`config.mk`:
```
export PLATFORM = sky130hd
export DESIGN_NAME = axi_mem_arbiter
export DESIGN_NICKNAME = d
export VERILOG_FILES = /design/src/rtl/axi_mem_arbiter.sv
export SDC_FILE = /design/constraint.sdc
export NUM_CORES = 1
export LEC_CHECK = 0
export BUFFER_PORTS_ARGS = -buffer_cell sky130_fd_sc_hd__buf_4
export CORE_AREA = 4 4 135 137
export CTS_BUF_LIST = sky130_fd_sc_hd__clkbuf_4 sky130_fd_sc_hd__clkbuf_8
export CTS_CLUSTER_SIZE = 24
export DETAILED_ROUTE_END_ITERATION = 16
export DIE_AREA = 0 0 139 141
export PLACE_DENSITY = 0.71
export SLEW_MARGIN = 20
export SYNTH_ARGS = -nofsm -noshare
export SYNTH_HDL_FRONTEND = slang
export SYNTH_SLANG_ARGS = --single-unit
```
`constraint.sdc`:
```
create_clock -name clk -period 1.9 [get_ports clk]
set_clock_uncertainty 0.2 [all_clocks]
set_input_delay 0.095 -clock clk [delete_from_list [all_inputs] [get_ports clk]]
set_output_delay 0.095 -clock clk [all_outputs]
set_load 0.01 [all_outputs]
```
`src/rtl/axi_mem_arbiter.sv`:
```
// rtl/axi_mem_arbiter.sv - single-beat AXI master shared by the fetch and data ports
module axi_mem_arbiter #(
  parameter int ADDR_W  = 32,
  parameter int DATA_W  = 32,
  parameter int ID_W    = 4,
  parameter int INST_ID = 0,
  parameter int DATA_ID = 1
) (
  input  logic                clk,
  input  logic                rst,
  input  logic                inst_en,
  input  logic [ADDR_W-1:0]   inst_addr,
  output logic [DATA_W-1:0]   inst_rdata,
  output logic                i_stall,
  input  logic                data_en,
  input  logic [DATA_W/8-1:0] data_wen,
  input  logic [1:0]          data_size,
  input  logic [ADDR_W-1:0]   data_addr,
  input  logic [DATA_W-1:0]   data_wdata,
  output logic [DATA_W-1:0]   data_rdata,
  output logic                d_stall,
  input  logic                longest_stall,
  output logic [ID_W-1:0]     arid,
  output logic [ADDR_W-1:0]   araddr,
  output logic [7:0]          arlen,
  output logic [2:0]          arsize,
  output logic [1:0]          arburst,
  output logic                arvalid,
  input  logic                arready,
  input  logic [ID_W-1:0]     rid,
  input  logic [DATA_W-1:0]   rdata,
  input  logic                rvalid,
  output logic                rready,
  output logic [ID_W-1:0]     awid,
  output logic [ADDR_W-1:0]   awaddr,
  output logic [7:0]          awlen,
  output logic [2:0]          awsize,
  output logic [1:0]          awburst,
  output logic                awvalid,
  input  logic                awready,
  output logic [DATA_W-1:0]   wdata,
  output logic [DATA_W/8-1:0] wstrb,
  output logic                wlast,
  output logic                wvalid,
  input  logic                wready,
  input  logic                bvalid,
  output logic                bready
);

  typedef enum logic [2:0] {
    S_IDLE   = 3'd0,
    S_D_AR   = 3'd1,
    S_D_R    = 3'd2,
    S_D_AW_W = 3'd3,
    S_D_B    = 3'd4,
    S_I_AR   = 3'd5,
    S_I_R    = 3'd6
  } state_e;

  state_e              state_q, state_d;
  logic [ADDR_W-1:0]   addr_q, addr_d;
  logic [1:0]          size_q, size_d;
  logic [DATA_W-1:0]   wdata_q, wdata_d;
  logic [DATA_W/8-1:0] wstrb_q, wstrb_d;
  logic                aw_done_q, aw_done_d;
  logic                w_done_q, w_done_d;
  logic                i_done_q, i_done_d;
  logic                d_done_q, d_done_d;
  logic [DATA_W-1:0]   inst_rdata_q, inst_rdata_d;
  logic [DATA_W-1:0]   data_rdata_q, data_rdata_d;

  // Only one transaction is ever in flight, so the returned ID carries no information.
  logic unused_rid;
  assign unused_rid = ^rid;

  assign i_stall    = inst_en & ~i_done_q;
  assign d_stall    = data_en & ~d_done_q;
  assign inst_rdata = inst_rdata_q;
  assign data_rdata = data_rdata_q;

  assign arvalid = (state_q == S_D_AR) || (state_q == S_I_AR);
  assign arid    = (state_q == S_I_AR) ? ID_W'(INST_ID) : ID_W'(DATA_ID);
  assign araddr  = addr_q;
  assign arsize  = {1'b0, size_q};
  assign arlen   = 8'd0;
  assign arburst = 2'd1;
  assign rready  = (state_q == S_D_R) || (state_q == S_I_R);

  assign awvalid = (state_q == S_D_AW_W) && !aw_done_q;
  assign awid    = ID_W'(DATA_ID);
  assign awaddr  = addr_q;
  assign awsize  = {1'b0, size_q};
  assign awlen   = 8'd0;
  assign awburst = 2'd1;
  assign wvalid  = (state_q == S_D_AW_W) && !w_done_q;
  assign wdata   = wdata_q;
  assign wstrb   = wstrb_q;
  assign wlast   = 1'b1;
  assign bready  = (state_q == S_D_B);

  // Next-state: arbitration in IDLE, channel handshakes, done-flag bookkeeping.
  always_comb begin
    state_d      = state_q;
    addr_d       = addr_q;
    size_d       = size_q;
    wdata_d      = wdata_q;
    wstrb_d      = wstrb_q;
    aw_done_d    = aw_done_q;
    w_done_d     = w_done_q;
    inst_rdata_d = inst_rdata_q;
    data_rdata_d = data_rdata_q;
    // A finished result is held until the whole pipeline advances.
    i_done_d     = i_done_q & longest_stall;
    d_done_d     = d_done_q & longest_stall;
    case (state_q)
      S_IDLE: begin
        if (data_en && !d_done_q) begin
          addr_d    = data_addr;
          size_d    = data_size;
          wdata_d   = data_wdata;
          wstrb_d   = data_wen;
          aw_done_d = 1'b0;
          w_done_d  = 1'b0;
          state_d   = (data_wen == '0) ? S_D_AR : S_D_AW_W;
        end else if (inst_en && !i_done_q) begin
          addr_d  = inst_addr;
          size_d  = 2'd2;
          state_d = S_I_AR;
        end
      end
      S_D_AR: if (arready) state_d = S_D_R;
      S_I_AR: if (arready) state_d = S_I_R;
      S_D_R: begin
        if (rvalid) begin
          state_d = S_IDLE;
          // A request flushed meanwhile still drains the beat but keeps no result.
          if (data_en) begin
            d_done_d     = 1'b1;
            data_rdata_d = rdata;
          end
        end
      end
      S_I_R: begin
        if (rvalid) begin
          state_d = S_IDLE;
          if (inst_en) begin
            i_done_d     = 1'b1;
            inst_rdata_d = rdata;
          end
        end
      end
      S_D_AW_W: begin
        aw_done_d = aw_done_q | awready;
        w_done_d  = w_done_q | wready;
        if (aw_done_d && w_done_d) state_d = S_D_B;
      end
      S_D_B: begin
        if (bvalid) begin
          state_d = S_IDLE;
          if (data_en) d_done_d = 1'b1;
        end
      end
      default: state_d = S_IDLE;
    endcase
  end

  // State and request registers; reset drops every bus valid/ready at once.
  always_ff @(posedge clk or negedge rst) begin
    if (!rst) begin
      state_q      <= S_IDLE;
      addr_q       <= '0;
      size_q       <= '0;
      wdata_q      <= '0;
      wstrb_q      <= '0;
      aw_done_q    <= 1'b0;
      w_done_q     <= 1'b0;
      i_done_q     <= 1'b0;
      d_done_q     <= 1'b0;
      inst_rdata_q <= '0;
      data_rdata_q <= '0;
    end else begin
      state_q      <= state_d;
      addr_q       <= addr_d;
      size_q       <= size_d;
      wdata_q      <= wdata_d;
      wstrb_q      <= wstrb_d;
      aw_done_q    <= aw_done_d;
      w_done_q     <= w_done_d;
      i_done_q     <= i_done_d;
      d_done_q     <= d_done_d;
      inst_rdata_q <= inst_rdata_d;
      data_rdata_q <= data_rdata_d;
    end
  end

endmodule
```
# --- After elaboration in Yosys (flattened, before gate mapping) ---
# Cells that the tools add are included.
word_totals:
  register_bits: 141
  in_bits: 148
  output_inout_bits: 206
  elab_cells: 78
op_classes:
  eq_ne: 13
  mux: 24
  bitwise_logic: 8
  n_reduce_logical: 22
op_table:
  columns: ["cell", "n"]
  rows:
  - ["$mux W32", 2]
  - ["$mux W3", 7]
  - ["$pmux W3 S6", 1]
  - ["$eq A3 B3 Y1 const B", 3]
  - ["$mux W1", 8]
  - ["$ne A2 B2 Y1 const B", 4]
  - ["$eq A3 B2 Y1 const B", 2]
  - ["$mux W2", 3]
  - ["$pmux W1 S2", 3]
  - ["$reduce_and A2 Y1", 3]
  - ["$reduce_and A3 Y1", 2]
  - ["$reduce_and A6 Y1", 1]
  - ["$logic_and A1 B1 Y1", 5]
  - ["$and A1 B1 Y1", 4]
  - ["$logic_not A1 Y1", 4]
  - ["$logic_not A4 Y1", 1]
  - ["$ne A2 B1 Y1 const B", 2]
  - ["$reduce_bool A2 Y1", 2]
  - ["$eq A3 B1 Y1 const B", 1]
  - ["$logic_not A3 Y1", 1]
  - ["$ne A3 B3 Y1 const B", 1]
  - ["$logic_or A1 B1 Y1", 2]
  - ["$not A1 Y1", 2]
  - ["$or A1 B1 Y1", 2]
  - ["$reduce_or A2 Y1", 1]

# --- Depth between registers and ports, before layout ---
# Gate-level depths: netlist of the first run.
logic_depth:
  ltp_word: 5
  mapped_depth: 8
  ltp_nobuf: 5

# --- Worst setup path before layout of the first run ---
# No wires, ideal clock.
synth_path:
  path_type: "register to register"
  from: "register state_q[1]"
  to: "register inst_rdata_q[10] (netlist: inst_rdata[10])"
  setup_time_ps: 125
  arrival_time_ps: 1399
  t_required_ps: 1575
  setup_slack_ps: 176
  stages_incl_launch_ff: 7
  path_buffers: 3
  period_less_slack_ps: 1724
  path_cell_list: "dfrtp_1 > buf_6 > and3b_1 > and3_1 > buf_6 > buf_6 > mux2_4"
synth_via:
  elab_chain_cells: 2
synth_lines:
  columns: ["item", "line", "rtl"]
  rows:
  - ["from (decl)", "60", "state_e state_q, state_d;"]
  - ["from (signal assigned)", "182", "state_q <= state_d;"]
  - ["$eq A3 B3 Y1", "115", "case (state_q)"]
  - ["$reduce_and A3 Y1 (no line)", null, null]
  - ["to (signal assigned)", "191", "inst_rdata_q <= inst_rdata_d;"]
  - ["to (decl)", "69", "logic [DATA_W-1:0] inst_rdata_q, inst_rdata_d;"]
# No other way between the ends.
# A chain may end at the register's enable or synchronous reset.

# --- Final worst setup path of the first run ---
layout_path:
  from: "register state_q[2]"
  to: "register addr_q[5] (netlist: araddr[5])"
layout_via:
  elab_chain_cells: 2
layout_lines:
  columns: ["item", "line", "rtl"]
  rows:
  - ["$logic_not A3 Y1", "115", null]
  - ["$reduce_and A2 Y1 (no line)", null, null]
  - ["to (signal assigned)", "183", "addr_q <= addr_d;"]
  - ["to (decl)", "61", "logic [ADDR_W-1:0] addr_q, addr_d;"]
# No other way between the ends.

==> results of run 1 <==
-- kinds of logic (layout without fill, tap and decap cells) --
kind of cell	Yosys count	count (layout)	synth area share, %
AOI/OAI and AO/OA	53	53	4.60
buffers and inverters	95	514	10.8
DFF	141	141	54.5
muxes	100	100	20.1
other	2	30	0.116
and+or+nand+nor	158	158	9.91
-- synthesized netlist by cell type (all sizes together) (3+ instances only) --
cell | instances | area [um2]
dfrtp | 141 | 3530
nand2 | 134 | 503
buf | 85 | 659
mux2 | 68 | 983
o21ai | 36 | 180
mux2i | 32 | 320
clkbuf | 7 | 26.3
nor2 | 6 | 25.0
a21oi | 5 | 25.0
nor2b | 4 | 25.0
inv | 3 | 11.3
nor3 | 3 | 15.0
o31ai | 3 | 22.5
-- layer usage --
metal / part of all wire [%] / global-route usage, % / vias up
met5: 0 / 0 / -
met4: 2.1 / 7.36 / 0
met3: 6.2 / 5.29 / 29
met2: 53 / 37.0 / 237
met1: 39 / 22.7 / 2659
li1: - / - / 2593
-- what timing repair did --
action / CTS / global route
hold buffers: 144 / 0
buffers inserted: 0 / 0
endpoints found under the hold margin: 281 / 0
-- critical path, cell delays in order, from the launching register on --
cell and delay, ns:
dfrtp_1 0.49, nor3_1 0.28, buf_4 0.16, o21ai_4 0.09, buf_4 0.23, o21ai_0 0.23
-- area by class of cell --
type,count,area (um2)
Fill cell,1292,6360
Timing Repair Buffer,481,4080
Tap cell,225,282
Multi-Input combinational cell,341,2370
Sequential cell,141,3530
Inverter,3,11.3
Clock buffer,17,234
Clock inverter,13,191
-- final timing paths --
check | from | end | depth (start not counted)
max | state_q[2] | araddr[5] | 5
min | data_wdata[19] | wdata[19] | 4
max reg2reg | state_q[2] | araddr[5] | 5
min reg2reg | d_done_q | d_done_q | 2
max in group asynchronous | rst | wdata[6] | 4
min in group asynchronous | rst | inst_rdata[5] | 3
-- report_power, final --
group | switching (mW) | total [mW] | internal, mW
Combinational | 3.35 | 7.56 | 4.21
Clock | 1.18 | 2.61 | 1.43
Sequential | 1.04 | 5.50 | 4.47
-- metrics by stage --
step                area [um2]  power [mW]  worst slack (ns)
floorplan                 6580        9.34             0.176
global placement          8830        12.6             0.191
detailed placement        8830        12.8             0.141
CTS                      10700        15.7            0.0887
global route             10700        16.6            0.0107
finish                   10700        15.7             0.120
-- registers in the layout (all words and copies together) (netlist names) --
register / count
inst_rdata: 32
state_q: 3
d_done_q: 1
wdata: 32
size_q: 2
i_done_q: 1
araddr: 32
wstrb: 4
aw_done_q: 1
w_done_q: 1
data_rdata: 32
-- cell usage in the layout (no fill, tap or decap), types with 2 or more instances in the layout --
cell and instances:
a21o_1 2, a21oi_1 5, buf_12 8, buf_4 328, bufinv_16 4, clkbuf_8 17, clkinv_2 2, clkinv_4 3
clkinvlp_4 2, conb_1 30, dfrtp_1 141, dlygate4sd3_1 144, inv_1 2, mux2_2 10, mux2_4 58, mux2i_1 32
nand2_1 134, nor2_1 5, nor2b_1 4, nor3_1 3, o21ai_0 35, o22ai_1 2, o31ai_1 3, or3_1 2
==> impl_metrics.yaml, run 1 <==
cts:
  cts_tree: "done"
  clock_path_buffers: 2
  clk_pin_slew_ns: 0.09
  clock-sinks: 141
  root_buffer: "clkbuf_8"
  insertion_delay_ns: 0.42
  cts_resized: 0
  numCtsBuffers: 17
  h-tree-depth: 4
drt:
  vias_per_cell: 4.52
  initialDrtViolationCount: 136
  wl_per_cell_um: 16.7
  detail-route-antenna-nets: 0
  drc: 0
  num_vias: 5518
  drt_wl_total_mm: 20.4
  drtPass1Iterations: 4
worst_setup_path:
  worstSetupStartpointType: "flop"
  setup.worst_path.class: "reg -> reg"
  cp_max_fo: 20
  cp-end-kind: "flop"
  cp.required_ns: 2.04
  r2r_slack_ns: 0.12
  worst_ep_arrival_time_ns: 1.92
timing:
  rsz0062_at_grt: "no"
  fin_hold_ws_ns: 0.200
  fin_setup_tns_ns: 0
  drv_slew: 0
  fmax_mhz: 562
  setup_viol: 0
  finalCritPeriodShare_pct: 93.7
  finalHoldViolCount: 0
  layout_min_cycle_time_ns: 1.78
logic_synthesis:
  seq_area_frac_synth_pct: 54.5
  synthCells: 549
  synth_flop_cell: "dfrtp_1"
  avgSynthCellArea_um2: 11.8
  synthArstFlopShare_pct: 100
  ys_seq_elements: 141
  yosysUniqueCellTypes: 35
  ys_warn_count: 0
  syn-cell-area_um2: 6480
  synth-edff-count: 0
run_status:
  outcome: "completed"
floorplan:
  start_util_pct: 38.0
  core_area_um2: 17100
  dieArea_um2: 19600
  rows: 48
  top_level_ports: 354
  die_h_um: 141
  die_x_um: 139
layout:
  areaGrowthSynthToFinish_pct: 65.1
  fin_util_pct: 62.7
  layout-drive-gt1-share_pct: 44.4
  nets: 1133
  diodes: 0
  layout.cells.non_filler: 1221
pwr:
  p_leak_nw: 5.53
  power.density_nw_per_um2: 1470
  vdd_drop_max_v: 0.000733
grt:
  overflow: 0
  track_usage_pct: 20.2
  antenna_found_initial: 0
  grt_pass1_wl_mm: 31.5
  first_global_vias: 5881
  grt_max_degree: 53
placement:
  hpwl_mm: 13.7
  gp_congestion: 0.784
  portBuffers: 319
  dp.cells: 1047
worst_hold_path:
  hp-class: "in -> reg"
flow_run:
  drv_cap: 0
No activity file was read; power rests on OpenSTA's default activity.
==> run 2: changes to the inputs <==
==> constraint.sdc (replaced) <==
create_clock -name clk -period 1.9 [get_ports clk]
set_clock_uncertainty 0.2 [all_clocks]
set_input_delay 0.285 -clock clk [delete_from_list [all_inputs] [get_ports clk]]
set_output_delay 0.285 -clock clk [all_outputs]
set_load 0.01 [all_outputs]
==> run 2 against run 1 <==
Effect of this change: hold slack got worse by 0.11 ns; combinational power up 2%; cell count increased by 0.33%; non-clock buffer count increased by 2; utilization is 0.42 points higher; via count decreased by 0.24%; sequential share of layout area is 0.21 points lower; first-iteration DRC count up 22%; critical path depth is the same; clock power about the same; total power increased by 0.75%; critical endpoint is now d_stall.
==> impl_metrics.yaml, run 2 (synthesis results as in run 1) <==
cts:
  h-tree-depth: 4
  cts_tree: "done"
  clock-sinks: 141
  numCtsBuffers: 17
  root_buffer: "clkbuf_8"
  clock_path_buffers: 2
  insertion_delay_ns: 0.43
  clk_pin_slew_ns: 0.08
worst_setup_path:
  worstSetupStartpointType: "input pin"
  timing.rr.start: "state_q[0]"
  slowest_delay_ns: 0.58
  cp_cell_sequence: "dlygate4sd3_1 > buf_4 > nand2b_4 > inv_4 > buf_4"
  r2r-end: "size_q[0]"
  reg2reg_depth: 6
  r2r_slack_ns: 0.08
  cp_max_fo: 4
  cp_slowest_cell: "dlygate4sd3_1"
  crit_start: "data_en"
  critical_path_buf_inv_count: 4
  cp.required_ns: 1.41
  setup.worst_path.class: "in -> out"
  cp-end-kind: "output port"
  crit_top_cell: "buf_4"
  endpoint: "d_stall"
  worst_ep_arrival_time_ns: 1.37
  cp_num_cells: 5
  critPathTopFamily: "buffers and inverters"
run_status:
  outcome: "completed"
placement:
  hpwl_mm: 13.4
  portBuffers: 319
  dp.cells: 1047
  gp_congestion: 0.818
pwr:
  vdd_drop_max_v: 0.000814
  power.total_mw: 15.8
  p_leak_nw: 5.56
  power.density_nw_per_um2: 1470
grt:
  overflow: 0
  grt_pass1_wl_mm: 31.6
  antenna_found_initial: 0
  grt_max_degree: 67
  track_usage_pct: 20.2
  first_global_vias: 5825
timing:
  rsz0062_at_grt: "yes"
  finalCritPeriodShare_pct: 97.4
  fin_setup_tns_ns: 0
  setup_viol: 0
  layout_min_cycle_time_ns: 1.85
  fmax_mhz: 540
  fin_hold_ws_ns: 0.0912
  finalHoldViolCount: 0
  drv_slew: 0
drt:
  drtPass1Iterations: 4
  wl_per_cell_um: 16.5
  num_vias: 5505
  vias_per_cell: 4.49
  drc: 0
  drt_wl_total_mm: 20.2
  initialDrtViolationCount: 166
  detail-route-antenna-nets: 0
layout:
  nets: 1135
  final_cell_mix: "buf_4, dlygate4sd3_1, dfrtp_1, nand2_1, mux2_4"
  areaGrowthSynthToFinish_pct: 66.2
  diodes: 0
  layout-drive-gt1-share_pct: 45.7
  final_common_cell: "buf_4"
  layout.cells.non_filler: 1225
floorplan:
  rows: 48
  core_area_um2: 17100
  top_level_ports: 354
  die_x_um: 139
  start_util_pct: 38.0
  die_h_um: 141
  dieArea_um2: 19600
worst_hold_path:
  hp-class: "in -> async"
flow_run:
  drv_cap: 0
[run 2: cell types whose count changed in the layout (fill, tap and decap cells not counted), sizes merged]
cell / before / now
inv: 5 / 4
bufinv: 4 / 3
dlygate4sd3: 144 / 141
buf: 337 / 342
clkbuf: 17 / 21
[run 2: power breakdown]
| part | total, mW | switching (mW) | internal [mW] |
|---|---|---|---|
| clock | 2.61 | 1.18 | 1.43 |
| sequential | 5.48 | 1.01 | 4.47 |
| combinational | 7.69 | 3.40 | 4.30 |
[run 2: per-layer routing]
layer  up-vias  routed length [um]  part of all wire [%]  track usage [%]
met2       253               10500                    52             36.0
met1      2612                7940                    39             23.9
met4         0                 467                   2.3             6.23
met3        32                1300                   6.4             5.53
li1       2608                   -                     -                -
met5         -                   0                     0                0
[run 2: area by class of cell]
type                    count  area (um2)
repair buffers            483        4090
clock inverters            11         158
multi-input cells         341        2410
fillers                  1298        6290
inverters                   3        13.8
well taps                 225         282
flip-flops and latches    141        3530
clock buffers              21         283
[run 2: what timing repair did]
item / CTS / global route
setup buffers: 2 / 3
hold buffers: 141 / 0
resized for setup: 4 / 9
endpoints found under the hold margin: 280 / 0
endpoints found under the setup margin: 6 / 20
[run 2: worst min path at each step]
| stage | start | endpoint | depth (start not counted) |
|---|---|---|---|
| CTS | rst | data_rdata[7] | 2 |
| global placement | rst | data_rdata[5] | 1 |
| global route | rst | inst_rdata[7] | 2 |
| detailed placement | rst | data_rdata[5] | 1 |
| floorplan | rst | araddr[0] | 0 |
| finish | rst | inst_rdata[7] | 2 |
[run 2: stage by stage]
| step | utilization [%] | setup slack [ns] | cell area, um2 |
|---|---|---|---|
| after detailed placement | 51.8 | 0.156 | 8830 |
| after CTS | 62.8 | 0.000410 | 10700 |
| after floorplan | - | 0.176 | 6580 |
| after global routing | 63.1 | -0.0333 | 10800 |
| after global placement | 51.8 | 0.161 | 8830 |
| final | 63.1 | 0.0485 | 10800 |
